==> src/rtl/universal_shift_register_n_pkg.sv <==
// Shared encodings for the universal shift register: mode opcodes,
// burst FSM states and burst direction constants.
package shift_reg_pkg;

    typedef enum logic [2:0] {
        MODE_HOLD = 3'b000,
        MODE_SHR  = 3'b001,
        MODE_SHL  = 3'b010,
        MODE_LOAD = 3'b011,
        MODE_ROR  = 3'b100,
        MODE_ROL  = 3'b101,
        MODE_ASR  = 3'b110,
        MODE_RSVD = 3'b111
    } mode_e;

    typedef enum logic [1:0] {
        ST_IDLE  = 2'd0,
        ST_SHIFT = 2'd1,
        ST_DONE  = 2'd2
    } state_e;

    localparam logic DIR_RIGHT = 1'b0;
    localparam logic DIR_LEFT  = 1'b1;

endpackage

==> src/rtl/universal_shift_register_n_if.sv <==
// Bus bundle for the universal shift register: control, data and status.
interface universal_shift_register_n_if #(
    parameter int WIDTH = 8,
    parameter int CNT_W = $clog2(WIDTH) + 1
);
    logic             en;
    logic [2:0]       mode;
    logic [WIDTH-1:0] din;
    logic             rightshift;
    logic             leftshift;
    logic             start;
    logic             burst_dir;
    logic [CNT_W-1:0] burst_len;
    logic [WIDTH-1:0] q;
    logic             sout_right;
    logic             sout_left;
    logic             busy;
    logic             done;

    modport master (
        output en, mode, din, rightshift, leftshift, start, burst_dir, burst_len,
        input  q, sout_right, sout_left, busy, done
    );

    modport slave (
        input  en, mode, din, rightshift, leftshift, start, burst_dir, burst_len,
        output q, sout_right, sout_left, busy, done
    );
endinterface

==> src/rtl/universal_shift_register_n_next_state.sv <==
// Combinational next-q selector shared by mode operations and burst shifts.
module usr_next_state
    import shift_reg_pkg::*;
#(
    parameter int WIDTH = 8
) (
    input  mode_e            op,
    input  logic [WIDTH-1:0] q,
    input  logic [WIDTH-1:0] din,
    input  logic             rightshift,
    input  logic             leftshift,
    output logic [WIDTH-1:0] q_next
);
    always_comb begin
        q_next = q;
        case (op)
            MODE_SHR:  q_next = {rightshift, q[WIDTH-1:1]};
            MODE_SHL:  q_next = {q[WIDTH-2:0], leftshift};
            MODE_LOAD: q_next = din;
            MODE_ROR:  q_next = {q[0], q[WIDTH-1:1]};
            MODE_ROL:  q_next = {q[WIDTH-2:0], q[WIDTH-1]};
            MODE_ASR:  q_next = {q[WIDTH-1], q[WIDTH-1:1]};
            default:   q_next = q;
        endcase
    end
endmodule

==> src/rtl/universal_shift_register_n.sv <==
// N-bit universal shift register with rotate/arithmetic modes and an
// autonomous burst-shift engine (start/busy/done).
module universal_shift_register_n
    import shift_reg_pkg::*;
#(
    parameter int WIDTH = 8,
    parameter int CNT_W = $clog2(WIDTH) + 1
) (
    input logic clk,
    input logic sync_reset,
    universal_shift_register_n_if.slave bus
);
    state_e           state_q, state_d;
    logic [CNT_W-1:0] cnt_q, cnt_d;
    logic             dir_q, dir_d;
    logic             busy_q, busy_d;
    logic             done_q, done_d;
    logic [WIDTH-1:0] q_q, q_d;
    mode_e            op;

    usr_next_state #(.WIDTH(WIDTH)) u_next (
        .op         (op),
        .q          (q_q),
        .din        (bus.din),
        .rightshift (bus.rightshift),
        .leftshift  (bus.leftshift),
        .q_next     (q_d)
    );

    always_comb begin
        state_d = state_q;
        cnt_d   = cnt_q;
        dir_d   = dir_q;
        busy_d  = 1'b0;
        done_d  = 1'b0;
        op      = MODE_HOLD;
        case (state_q)
            ST_SHIFT: begin
                // Burst owns the register: en/mode/din/start are ignored here.
                op     = (dir_q == DIR_LEFT) ? MODE_SHL : MODE_SHR;
                cnt_d  = cnt_q - CNT_W'(1);
                busy_d = 1'b1;
                if (cnt_q == CNT_W'(1)) begin
                    state_d = ST_DONE;
                    busy_d  = 1'b0;
                    done_d  = 1'b1;
                end
            end
            default: begin
                if (bus.start) begin
                    // q holds in the accepting cycle; start beats en/mode.
                    dir_d = bus.burst_dir;
                    cnt_d = bus.burst_len;
                    if (bus.burst_len != '0) begin
                        state_d = ST_SHIFT;
                        busy_d  = 1'b1;
                    end else begin
                        state_d = ST_DONE;
                        done_d  = 1'b1;
                    end
                end else begin
                    state_d = ST_IDLE;
                    if (bus.en) op = mode_e'(bus.mode);
                end
            end
        endcase
    end

    always_ff @(posedge clk) begin
        if (sync_reset) begin
            state_q <= ST_IDLE;
            cnt_q   <= '0;
            dir_q   <= DIR_RIGHT;
            busy_q  <= 1'b0;
            done_q  <= 1'b0;
            q_q     <= '0;
        end else begin
            state_q <= state_d;
            cnt_q   <= cnt_d;
            dir_q   <= dir_d;
            busy_q  <= busy_d;
            done_q  <= done_d;
            q_q     <= q_d;
        end
    end

    assign bus.q          = q_q;
    assign bus.sout_right = q_q[0];
    assign bus.sout_left  = q_q[WIDTH-1];
    assign bus.busy       = busy_q;
    assign bus.done       = done_q;
endmodule
==> src/flat_wrapper.sv <==
// flat-port wrapper written by rule: the top's interface ports become plain ports
module universal_shift_register_n_flat import shift_reg_pkg::*;
#(
    parameter int WIDTH = 8,
    parameter int CNT_W = $clog2(WIDTH) + 1
)
  (clk, sync_reset, bus_en, bus_mode, bus_din, bus_rightshift, bus_leftshift, bus_start, bus_burst_dir, bus_burst_len, bus_q, bus_sout_right, bus_sout_left, bus_busy, bus_done);
  universal_shift_register_n_if #(.WIDTH(WIDTH), .CNT_W(CNT_W)) bus_i ();
  input logic clk;
  input logic sync_reset;
  input wire logic [$bits(bus_i.en)-1:0] bus_en;
  input wire logic [$bits(bus_i.mode)-1:0] bus_mode;
  input wire logic [$bits(bus_i.din)-1:0] bus_din;
  input wire logic [$bits(bus_i.rightshift)-1:0] bus_rightshift;
  input wire logic [$bits(bus_i.leftshift)-1:0] bus_leftshift;
  input wire logic [$bits(bus_i.start)-1:0] bus_start;
  input wire logic [$bits(bus_i.burst_dir)-1:0] bus_burst_dir;
  input wire logic [$bits(bus_i.burst_len)-1:0] bus_burst_len;
  output wire logic [$bits(bus_i.q)-1:0] bus_q;
  output wire logic [$bits(bus_i.sout_right)-1:0] bus_sout_right;
  output wire logic [$bits(bus_i.sout_left)-1:0] bus_sout_left;
  output wire logic [$bits(bus_i.busy)-1:0] bus_busy;
  output wire logic [$bits(bus_i.done)-1:0] bus_done;
  assign bus_i.en = bus_en;
  assign bus_i.mode = bus_mode;
  assign bus_i.din = bus_din;
  assign bus_i.rightshift = bus_rightshift;
  assign bus_i.leftshift = bus_leftshift;
  assign bus_i.start = bus_start;
  assign bus_i.burst_dir = bus_burst_dir;
  assign bus_i.burst_len = bus_burst_len;
  assign bus_q = bus_i.q;
  assign bus_sout_right = bus_i.sout_right;
  assign bus_sout_left = bus_i.sout_left;
  assign bus_busy = bus_i.busy;
  assign bus_done = bus_i.done;
  universal_shift_register_n #(.WIDTH(WIDTH), .CNT_W(CNT_W)) u_core (.clk(clk), .sync_reset(sync_reset), .bus(bus_i));
endmodule
==> config.mk <==
export PLATFORM = sky130hd
export DESIGN_NAME = universal_shift_register_n_flat
export DESIGN_NICKNAME = d
export VERILOG_FILES = /design/src/rtl/universal_shift_register_n_pkg.sv /design/src/rtl/universal_shift_register_n_if.sv /design/src/rtl/universal_shift_register_n_next_state.sv /design/src/rtl/universal_shift_register_n.sv /design/src/flat_wrapper.sv
export SDC_FILE = /design/constraint.sdc
export NUM_CORES = 1
export LEC_CHECK = 0
export CELL_PAD_IN_SITES_DETAIL_PLACEMENT = 0
export CELL_PAD_IN_SITES_GLOBAL_PLACEMENT = 1
export CORE_ASPECT_RATIO = 0.5
export CORE_UTILIZATION = 38
export CTS_BUF_LIST = sky130_fd_sc_hd__clkbuf_8
export CTS_CLUSTER_SIZE = 24
export DETAILED_ROUTE_END_ITERATION = 8
export PLACE_DENSITY = 0.84
export SYNTH_ARGS = -nofsm -noshare
export SYNTH_HDL_FRONTEND = slang
export SYNTH_SLANG_ARGS = --single-unit
==> constraint.sdc <==
create_clock -name clk -period 4.4 [get_ports clk]
set_clock_uncertainty 0.05 [all_clocks]
set_input_delay 0.44 -clock clk [delete_from_list [all_inputs] [get_ports clk]]
set_output_delay 0.44 -clock clk [all_outputs]
set_load 0.05 [all_outputs]
; Word level (Yosys, flattened, before mapping)
; Index checks and enable logic that the tools add are counted.
[word_totals]
regBits = 17
latchBits = 0
mem_bits_rw = 0
romBits = 0
in_bits = 22
n_memories = 0
[op_classes]
add_sub_neg = 1
n_mul = 0
n_div = 0
magnitude_cmp = 0
eq_ne = 9
shifts = 0
muxes = 19
bitwise_logic = 2
n_reduce_logical = 6
[op_table]
columns = op, n
row1 = case mux 8 bit (6 select lines), 1
row2 = two-way mux 2 bit, 5
row3 = "== test 3 bit, second input constant", 3
row4 = two-way mux 3 bit, 3
row5 = two-way mux 1 bit, 8
row6 = two-way mux 4 bit, 2
row7 = "== test 3 x 2 -> 1 bit, second input constant", 2
row8 = nonzero test 6 bit, 1
row9 = nonzero test 5 bit, 1
row10 = "== test 4 x 1 -> 1 bit, second input constant", 1
row11 = AND reduction 2 bit, 2
row12 = nonzero test 4 bit, 1
row13 = "subtractor 4 x 1 -> 4 bit, second input constant", 1
row14 = "== test 3 x 1 -> 1 bit, second input constant", 1
row15 = "== test 2 x 1 -> 1 bit, second input constant", 1
row16 = "inequality test 2 x 1 -> 1 bit, second input constant", 1
row17 = NOT 1 bit, 2
row18 = nonzero test 2 bit, 1

; Depth between registers and ports, before layout
; Gate-level depths: netlist of the first run.
[logic_depth]
word_depth = 6
depth_mapped = 12
ltp_nobuf = 11

; Modules after synthesis
; Synthesis of the first run repeated with hierarchy kept, for this count alone.
[hier_totals]
cells_unflattened = 156
area_unflattened_um2 = 1278.7
[modules_own_cells]
columns = mod, n_inst, cells_per_inst, area_each_um2, seq_area_each_um2
row1 = universal_shift_register_n, 1, 74, 688.2, 340.3
row2 = usr_next_state, 1, 82, 590.6, 0.0

; Worst setup path after synthesis of the first run
; Ideal clock, no wire load.
[synth_path]
kind = input -> register
startpoint = in bus_start
endpoint = reg u_core.q_q[3] (netlist: u_core.bus.q[3])
setup_ps = 134
arrival_ps = 2273
slack_ps = 1942
cell_stages = 10
cell_sequence = clkbuf_1 > nor3b_1 > nand2_1 > o21ai_1 > inv_1 > ha_1 > nor3b_1 > o31ai_4 > a222oi_1 > a211oi_1
[synth_via]
elab_chain_len = 4
word_cells_on_any_way = 10
cone_classes = eq/ne: 6 / mux: 3 / reduce/logical: 1
[synth_rtl]
columns = element, line_no
row1 = "start, declared", flat_wrapper.sv:16  ; input wire logic [$bits(bus_i.start)-1:0] bus_start;
row2 = two-way mux 3 bit *, universal_shift_register_n.sv:50  ; if (bus.start) begin
row3 = two-way mux 3 bit *, universal_shift_register_n.sv:37  ; case (state_q)
row4 = == test 3 bit (tied with other cells), universal_shift_register_n_next_state.sv:16  ; case (op)
row5 = case mux 8 bit (6 select lines) or nonzero test 6 bit (tied branches), n/a
row6 = "end signal, assigned", universal_shift_register_n.sv:83  ; q_q <= q_d;
row7 = "end, declared", universal_shift_register_n.sv:18  ; logic [WIDTH-1:0] q_q, q_d;
; Every way passes the cells marked *; elsewhere a longest branch is shown, timed or not.
; A chain may end at the register's enable or synchronous reset.

; Final worst setup path of the first run
[layout_path]
startpoint = in bus_start
endpoint = reg u_core.q_q[6] (netlist: u_core.bus.q[6])
; The elaborated chain is that of the path after synthesis.

==> impl_metrics.toml, run 1 <==
[synth]
synth.cell_area_sq_mm = 0.00110
synth_seq_cells = 17
synth_cell_types = 41
avgSynthCellArea_sq_um = 9.23
seq_area_frac_synth = 0.310
synth.net_count = 147
syn_inst = 119
yosysWarnings = 0

[setup_path]
slowest_stage = "clkdlybuf4s50_1"
ff2ff_setup_slack_ns = 1.68
cp-start-kind = "primary input"
cp_data_arrival_time_ns = 2.98
worstSetupPathType = "primary input to register"
crit_fanout = 13
path_common_cell = "nor3b_1"
crit_family = "simple AND/OR/NAND/NOR gates"
worstPathRequired_ns = 4.45
cp-end-kind = "register"
critPathBufInv = 2
path_cells = "clkdlybuf4s50_1, nor3b_1, nand2_1, o21ai_1, inv_1, ha_1, nor3b_1, o31ai_4, a222oi_1, a211oi_1"
max_stage_delay_ns = 0.62

[clock_tree]
ctsResizeCount = 0
worst_skew_pair.late_latency_ns = 0.25
clock_path_buffers = 2
cts_sinks = 17
cts_hold_buf = 0
cts-buffers-inserted = 3
cts-htree-levels = 1
cts_tree = "yes"
root_buffer = "clkbuf_8"
path_clk_slew_ns = 0.07
cts_setup_buffers = 0

[cells_and_area]
final_core_util = 0.547
antenna_cells = 0
synthToLayoutAreaGrowth_pct = 32.9
final_nets = 176
final_layout_size_suffix_gt1_frac = 0.102

[timing]
worstMarginPinSlew_ns = 0.708
fmaxAchievable_mhz = 341
period_share = 0.666
fin_tns_setup_ns = 0
relSlewSlack = 0.526
maxSlewViolCount = 0
setup_viol = 0
hold_viol = 0
rsz0062_at_grt = "false"
finalCriticalPeriod_ns = 2.93

[drt]
wl_per_cell_microns = 12.8
wl_mm = 2.35
viasPerCell = 5.38
antenna_left = 0
vias = 989
dr.pass1.iters = 7
drc = 0
drtIter0Drc = 67

[place]
io_buffers = 33
dp_hpwl_mm = 1.78
gp_congestion = 0.804

[status]
status = "complete, no violations"

[power_and_ir_drop]
p_leak_nw = 0.543
powerDensity_mw_per_mm2 = 370
vdd_drop_max_mv = 0.139

[floorplan]
ioPinCount = 34
core_area_sq_mm = 0.00267
num_rows = 13
die-height_microns = 40.0
dieArea_sq_mm = 0.00312
start_util = 0.412
die_x_microns = 78.0

[grt]
grt_pass1_vias = 827
grt_usage = 0.162
grt_antenna_before_repair = 0
grt_max_degree = 19
overflow = 0
grt_pass1_wl_mm = 3.82

[job]
cap_violations = 0

[min_path]
hp-class = "register to register"
## layer usage
metal	up-vias	GRT usage	part of all wire
li1	508	-	-
met1	448	0.208	0.50
met2	33	0.281	0.44
met4	0	0.0278	0
met5	-	0	0
met3	0	0.0477	0.059
## tightest hold or removal path: stages (launching register included)
cell and delay, ns:
dfxtp_1 0.32, nand2_1 0.05, a21oi_1 0.05
## sequential cells by signal, summed over array words and instances (netlist names)
name,count
u_core.bus.q,8
u_core.bus.done,1
u_core.state_q,2
u_core.dir_q,1
u_core.cnt_q,4
u_core.bus.busy,1
## worst paths after layout
kind         depth (start not counted)                            to                           start
min                                  2     u_core.dir_q$_SDFFE_PP0P_       u_core.dir_q$_SDFFE_PP0P_
max                                 10  u_core.bus.q[6]$_SDFFE_PP0P_                       bus_start
max reg2reg                          8  u_core.bus.q[6]$_SDFFE_PP0P_  u_core.state_q[1]$_SDFFE_PP0P_
min reg2reg                          2     u_core.dir_q$_SDFFE_PP0P_       u_core.dir_q$_SDFFE_PP0P_
## kinds of logic after synthesis
kind of cell    synth area share
simple gates               0.214
flops                      0.310
buf+inv                   0.0683
fa+ha+maj                 0.0683
compound gates             0.326
mux                       0.0137
## area by class of cell
type                    instances  area [sq um]
clock buffers                   3          41.3
clock inverters                 1          3.75
fillers                       248          1210
inverters                       4          15.0
multi-input cells              89           683
flip-flops and latches         17           340
well taps                      37          46.3
repair buffers                 33           330
## power breakdown
part / internal [mW] / switching [mW] / leakage (nW)
logic: 0.0931 / 0.136 / 0.376
registers: 0.175 / 0.0206 / 0.140
clock network: 0.0620 / 0.0542 / 0.0269
## through the flow
step	instance area, sq um	power (mW)	hold slack [ns]	std cells	worst slack, ns
CTS	1460	0.546	0.424	184	1.48
floorplan	1100	0.367	0.400	119	1.94
detailed placement	1420	0.429	0.414	180	1.21
finish	1460	0.541	0.422	184	1.47
global route	1460	0.573	0.457	184	1.22
global placement	1420	0.428	0.415	180	1.27
## cell usage in the layout (no fill, tap or decap), types with 2 or more instances in the layout
master           Yosys  routed
nand2b_1             2       2
nor2_1              16      16
ha_1                 6       6
a21oi_1              6       6
clkdlybuf4s50_1      0      33
o21ai_0              2       2
nand3_1              2       2
a31oi_1              3       3
clkbuf_8             0       3
a211oi_1             7       7
nand2_1              9       9
o21ai_1              3       3
nor3b_1              4       4
inv_1                4       5
a222oi_1             6       6
dfxtp_1             17      17
## cells in the mapped netlist
| cell type | instances | area share |
|---|---|---|
| a211o_4 | 1 | 0.016 |
| or3_1 | 1 | 0.0057 |
| o21ai_1 | 3 | 0.014 |
| o211ai_1 | 1 | 0.0068 |
| nand3b_4 | 1 | 0.018 |
| o21ai_0 | 2 | 0.0091 |
| a22o_1 | 1 | 0.0080 |
| inv_1 | 4 | 0.014 |
| a22oi_1 | 1 | 0.0068 |
| o21ai_2 | 1 | 0.0080 |
| o41ai_2 | 1 | 0.015 |
| a31oi_1 | 3 | 0.017 |
| nor3b_1 | 4 | 0.027 |
| nand2b_1 | 2 | 0.011 |
| buf_4 | 3 | 0.020 |
| mux2_4 | 1 | 0.014 |
| o31ai_1 | 1 | 0.0068 |
| a222oi_1 | 6 | 0.055 |
| buf_1 | 1 | 0.0034 |
| buf_6 | 2 | 0.020 |
| nand2_1 | 9 | 0.031 |
| nor2_1 | 16 | 0.055 |
| and3b_2 | 1 | 0.0091 |
| a311oi_2 | 1 | 0.014 |
| a221oi_2 | 1 | 0.014 |
| nand3_1 | 2 | 0.0091 |
| o31ai_4 | 1 | 0.019 |
| a21oi_1 | 6 | 0.027 |
| clkbuf_1 | 3 | 0.010 |
| a21boi_4 | 1 | 0.017 |
| o22a_1 | 1 | 0.0080 |
| a32oi_1 | 1 | 0.0080 |
| nor2_8 | 1 | 0.018 |
| dfxtp_1 | 17 | 0.31 |
| nor4_1 | 1 | 0.0057 |
| nand3b_1 | 1 | 0.0068 |
| nor3_1 | 1 | 0.0046 |
| a211oi_1 | 7 | 0.048 |
| o211a_1 | 1 | 0.0091 |
| nor2b_4 | 1 | 0.013 |
| ha_1 | 6 | 0.068 |
Power figures use the tool's default switching activity.
==> inputs of run 2 (changes only) <==
- CORE_UTILIZATION: 38 -> 35
- PLACE_DENSITY: 0.84 -> 0.78
- clock period: 4.4 -> 2.7 ns (I/O delays scaled with it)
==> run 2 against run 1 <==
Net effect: non-clock buffer count is 7 higher; highest routed layer is now met4; sequential power is 63% higher; setup slack worse by 1.2 ns; critical path depth stayed put; clock power is 64% higher; critical endpoint is now u_core.bus.q[3]$_SDFFE_PP0P_; combinational power is 70% higher; global-route usage hardly changed; cell area is 3.7% higher; sequential share of layout area is 0.83 points lower.
==> impl_metrics.toml, run 2 (synthesized netlist as in run 1, its figures left out) <==
[status]
status = "complete, no violations"

[grt]
grt_max_degree = 19
grt_usage = 0.162
grt_pass1_wl_mm = 4.27
grt_antenna_before_repair = 0
grt_pass1_vias = 923
overflow = 0

[timing]
maxSlewViolCount = 0
period_share = 0.900
setup_viol = 0
finalCriticalPeriod_ns = 2.43
worstMarginPinSlew_ns = 0.675
fmaxAchievable_mhz = 412
fin_tns_setup_ns = 0
relSlewSlack = 0.549
hold_viol = 0
rsz0062_at_grt = "false"

[cells_and_area]
synthToLayoutAreaGrowth_pct = 37.8
multi_input_area_sq_um = 683
final_layout_size_suffix_gt1_frac = 0.149
fillerInstances = 251
final_core_util = 0.544
largest_reg_flops = 8
final_nets = 183
layout_common_cells = "33 x clkdlybuf4s50_1, 17 x dfxtp_1, 16 x nor2_1"
antenna_cells = 0
seq_area_sq_um = 340
layout_commonest_cell = "clkdlybuf4s50_1"

[drt]
dr.pass1.iters = 5
vias = 1027
wl_per_cell_microns = 12.9
drc = 0
drtIter0Drc = 63
antenna_left = 0
wl_mm = 2.46
viasPerCell = 5.38

[setup_path]
reg2reg_from = "u_core.state_q[0]$_SDFFE_PP0P_"
path_cells = "clkdlybuf4s50_1, nor3b_1, nand2_1, o21ai_1, inv_1, ha_1, nor3b_1, o31ai_4, a222oi_1, a211oi_1"
worstSetupPathType = "primary input to register"
cp-start-kind = "primary input"
cp-end-kind = "register"
worstPathRequired_ns = 2.76
crit_family = "compound AO/OA/AOI/OAI gates"
path_common_cell = "nor3b_1"
max_stage_delay_ns = 0.47
critPathBufInv = 2
cp_data_arrival_time_ns = 2.49
ff2ff_path_depth = 9
crit_fanout = 7
ff2ff_setup_slack_ns = 0.27
slowest_stage = "clkdlybuf4s50_1"
r2r-end = "u_core.bus.q[3]$_SDFFE_PP0P_"

[floorplan]
start_util = 0.395
core_area_sq_mm = 0.00278
die-height_microns = 41.6
dieArea_sq_mm = 0.00338
ioPinCount = 34
num_rows = 13
die_x_microns = 81.2

[clock_tree]
cts-buffers-inserted = 3
worst_skew_pair.late_latency_ns = 0.25
cts_tree = "yes"
ctsResizeCount = 0
cts_sinks = 17
cts_setup_buffers = 0
path_clk_slew_ns = 0.07
cts-htree-levels = 1
root_buffer = "clkbuf_8"
cts_hold_buf = 0
clock_path_buffers = 2

[place]
dp_hpwl_mm = 1.91
io_buffers = 33
gp_congestion = 0.751

[min_path]
hp-class = "register to register"
hold_path_depth = 2
hp-start = "u_core.dir_q$_SDFFE_PP0P_"
holdPathEnd = "u_core.dir_q$_SDFFE_PP0P_"

[power_and_ir_drop]
vdd_drop_max_mv = 0.277
p_leak_nw = 0.576
powerDensity_mw_per_mm2 = 593

[job]
cap_violations = 0
## run 2: worst min-delay path, cell delays in order, from the launching register on
cell and delay [ns]:
dfxtp_1 0.32, nand2_1 0.06, a21oi_1 0.05
## run 2: area by class of cell
| class | count | area share |
|---|---|---|
| multi-input combinational | 89 | 0.451 |
| clock inverter | 1 | 0.00331 |
| sequential | 17 | 0.225 |
| tap | 37 | 0.0306 |
| inverter | 4 | 0.00992 |
| clock buffer | 3 | 0.0273 |
| timing repair buffer | 40 | 0.253 |
## run 2: power by group
group	total (mW)	switching [mW]	leakage, nW	internal (mW)
Sequential	0.318	0.0333	0.140	0.285
Combinational	0.390	0.227	0.410	0.163
Clock	0.190	0.0879	0.0255	0.102
Total	0.898	0.348	0.576	0.550
## run 2: worst max-delay path by stage
stage                                    from                           end  slack [ns]  cells after the start
6_report                               bus_en  u_core.bus.q[3]$_SDFFE_PP0P_        0.27                     10
5_1_grt        u_core.state_q[0]$_SDFFE_PP0P_  u_core.bus.q[3]$_SDFFE_PP0P_       0.004                     10
4_1_cts        u_core.state_q[0]$_SDFFE_PP0P_  u_core.bus.q[3]$_SDFFE_PP0P_        0.24                      9
3_5_place_dp                           bus_en  u_core.bus.q[3]$_SDFFE_PP0P_        0.02                     10
3_3_place_gp                           bus_en  u_core.bus.q[3]$_SDFFE_PP0P_        0.06                     10
2_1_floorplan  u_core.state_q[1]$_SDFFE_PP0P_  u_core.bus.q[3]$_SDFFE_PP0P_        0.30                     10
## run 2: per-stage QoR
stage | worst slack, ns | cell area (sq um) | hold slack (ns) | power (mW) | std cells
after floorplan | 0.302 | 1100 | 0.367 | 0.597 | 119
after global placement | 0.0612 | 1470 | 0.415 | 0.712 | 187
after detailed placement | 0.0242 | 1470 | 0.423 | 0.714 | 187
after CTS | 0.244 | 1510 | 0.433 | 0.909 | 191
after global routing | 0.00443 | 1510 | 0.457 | 0.957 | 191
final | 0.270 | 1510 | 0.427 | 0.898 | 191
## run 2: metal layers
layer / vias to the layer above / wire [microns] / GRT usage
met2: 32 / 1130 / 0.257
met3: 2 / 145 / 0.0527
met5: - / 0 / 0
met1: 476 / 1170 / 0.215
li1: 517 / - / -
met4: 0 / 8 / 0.0321
==> inputs of run 3 (changes only) <==
- ABC_AREA: not set -> 1
- PLACE_DENSITY: 0.78 -> 0.79
==> run 3 against run 2 <==
Net effect: first-iteration DRC count is 9.5% higher; combinational power is 13% higher; setup slack better by 0.14 ns; cell count is 47% higher; cell area is 13% higher; area after synthesis is 19% higher; sequential power is 6% higher; hold slack better by 0.076 ns; critical path type is now register to register; critical endpoint is now u_core.bus.q[6]$_SDFFE_PP0P_.
==> impl_metrics.toml, run 3 <==
[setup_path]
crit_fanout = 21
cp_data_arrival_time_ns = 2.39
ff2ff_setup_slack_ns = 0.41
worstSetupPathType = "register to register"
ff2ff_path_depth = 12
r2r-end = "u_core.bus.q[6]$_SDFFE_PP0P_"
cp-end-kind = "register"
path_cells = "inv_1, nand2_4, inv_1, a22oi_1, inv_1, ha_1, nand2_4, nand2_4, nor2_8, inv_2, o21ai_1, nor2_1"
worstPathRequired_ns = 2.80
reg2reg_from = "u_core.state_q[1]$_SDFFE_PP0P_"
slowest_stage = "ha_1"
max_stage_delay_ns = 0.34
cp-start-kind = "register"

[synth]
yosysMostFrequentCell = "nor2_1"
synthFlopType = "dfxtp_1"
synth_edf_count = 0
synth.cell_area_sq_mm = 0.00131
seq_area_frac_synth = 0.260
yosysWarnings = 0
synthTopCellsByArea = "dfxtp_1 26%, nor2_1 9.2%, inv_1 8.0%"
synth_async_sr_flop_share = 0
syn_inst = 199
synth.net_count = 227
synth_largest_area_cell = "dfxtp_1"
avgSynthCellArea_sq_um = 6.58
synth_cell_types = 28
yosys-top-cells-count = "32 x nor2_1, 28 x inv_1, 28 x nand2_1"
synth_seq_cells = 17
synth_top_area_frac = 0.260

[timing]
relSlewSlack = 0.672
hold_viol = 0
setup_viol = 0
maxSlewViolCount = 0
fin_ws_ns = 0.409
period_share = 0.848
fmaxAchievable_mhz = 437
rsz0062_at_grt = "false"
fin_tns_setup_ns = 0
worstMarginPinSlew_ns = 0.491
finalCriticalPeriod_ns = 2.29

[grt]
grt_usage = 0.191
overflow = 0
grt_pass1_vias = 1179
grt_pass1_wl_mm = 5.58
grt_max_degree = 22
grt_antenna_before_repair = 0

[clock_tree]
worst_skew_pair.late_latency_ns = 0.26
cts_hold_buf = 0
root_buffer = "clkbuf_8"
ctsResizeCount = 0
cts-htree-levels = 1
path_clk_slew_ns = 0.07
cts-buffers-inserted = 3
cts_setup_buffers = 0
clock_path_buffers = 2
cts_sinks = 17
cts_tree = "yes"

[cells_and_area]
seq_area_sq_um = 340
layout_common_cells = "33 x clkdlybuf4s50_1, 32 x nor2_1, 29 x inv_1"
synthToLayoutAreaGrowth_pct = 30.2
multi_input_area_sq_um = 810
antenna_cells = 0
final_nets = 258
layout_commonest_cell = "clkdlybuf4s50_1"
final_layout_size_suffix_gt1_frac = 0.0742
fillerInstances = 376
fin_cells = 280
largest_reg_flops = 8

[job]
cap_violations = 0

[drt]
dr.pass1.iters = 4
antenna_left = 0
vias = 1351
drc = 0
viasPerCell = 4.83
drtIter0Drc = 69
wl_per_cell_microns = 12.1
wl_mm = 3.40

[power_and_ir_drop]
powerDensity_mw_per_mm2 = 569
vdd_drop_max_mv = 0.319
p_leak_nw = 0.736

[place]
gp_congestion = 0.833
placedCellCount = 276
pre_cts_slack_ns = 0.209
dp_hpwl_mm = 2.63
io_buffers = 33

[min_path]
hp-start = "u_core.dir_q$_SDFFE_PP0P_"
hp-class = "register to register"
hold_path_depth = 2
holdPathEnd = "u_core.dir_q$_SDFFE_PP0P_"

[status]
status = "complete, no violations"

[floorplan]
num_rows = 15
ioPinCount = 34
die_x_microns = 88.5
die-height_microns = 45.3
start_util = 0.373
core_area_sq_mm = 0.00351
dieArea_sq_mm = 0.00401
==> run 3: changes by cell type after synthesis, moves of 9 or more <==
cell     before  now
nand3_1       2   20
nor2_1       16   32
o21ai_0       2   20
inv_1         4   28
nand4_1       0    9
nand2_1       9   28
==> run 3: cell type report <==
type,count,area share
tap,51,0.0374
inverter,29,0.0638
clock inverter,1,0.00220
clock buffer,3,0.0242
multi-input combinational,145,0.475
sequential,17,0.200
timing repair buffer,34,0.198
==> run 3: worst max path at each step <==
stage | endpoint | start
after floorplan | u_core.bus.q[0]$_SDFFE_PP0P_ | u_core.state_q[1]$_SDFFE_PP0P_
after global placement | u_core.bus.q[0]$_SDFFE_PP0P_ | bus_start
after detailed placement | u_core.bus.q[6]$_SDFFE_PP0P_ | bus_start
after CTS | u_core.bus.q[6]$_SDFFE_PP0P_ | u_core.state_q[1]$_SDFFE_PP0P_
after global routing | u_core.bus.q[3]$_SDFFE_PP0P_ | u_core.state_q[1]$_SDFFE_PP0P_
final | u_core.bus.q[6]$_SDFFE_PP0P_ | u_core.state_q[1]$_SDFFE_PP0P_
==> run 3: cells by family after synthesis <==
family	synth area share
compound gates	0.154
flops	0.260
simple gates	0.400
buf+inv	0.122
fa+ha+maj	0.0573
xor+xnor	0.00669
==> run 3: worst max-delay path: cells and delay by family, from the launching register on <==
kind | cells | cell delay [ns]
adder cells (fa/ha/maj) | 1 | 0.34
AO/OA/AOI/OAI | 2 | 0.44
buffers and inverters | 4 | 0.38
AND/OR/NAND/NOR | 5 | 0.66
flip-flops | 1 | 0.31
==> run 3: layer usage <==
layer | GRT usage | wire (microns) | up-vias | part of all wire
met3 | 0.0475 | 215 | 2 | 0.063
li1 | - | - | 710 | -
met1 | 0.275 | 1740 | 604 | 0.51
met2 | 0.278 | 1430 | 35 | 0.42
met5 | 0 | 0 | - | 0
met4 | 0.0645 | 19 | 0 | 0.0056
==> run 3: power breakdown <==
part,switching (mW),internal (mW)
clock,0.0935,0.101
combinational,0.278,0.161
sequential,0.0481,0.288
==> run 3: through the flow <==
step / power, mW / utilization / hold slack, ns / cell area (sq um)
final: 0.970 / 0.486 / 0.504 / 1710
after global routing: 1.04 / 0.486 / 0.523 / 1710
after CTS: 0.978 / 0.486 / 0.501 / 1710
after detailed placement: 0.780 / 0.473 / 0.484 / 1660
after global placement: 0.780 / 0.473 / 0.473 / 1660
after floorplan: 0.646 / - / 0.282 / 1310
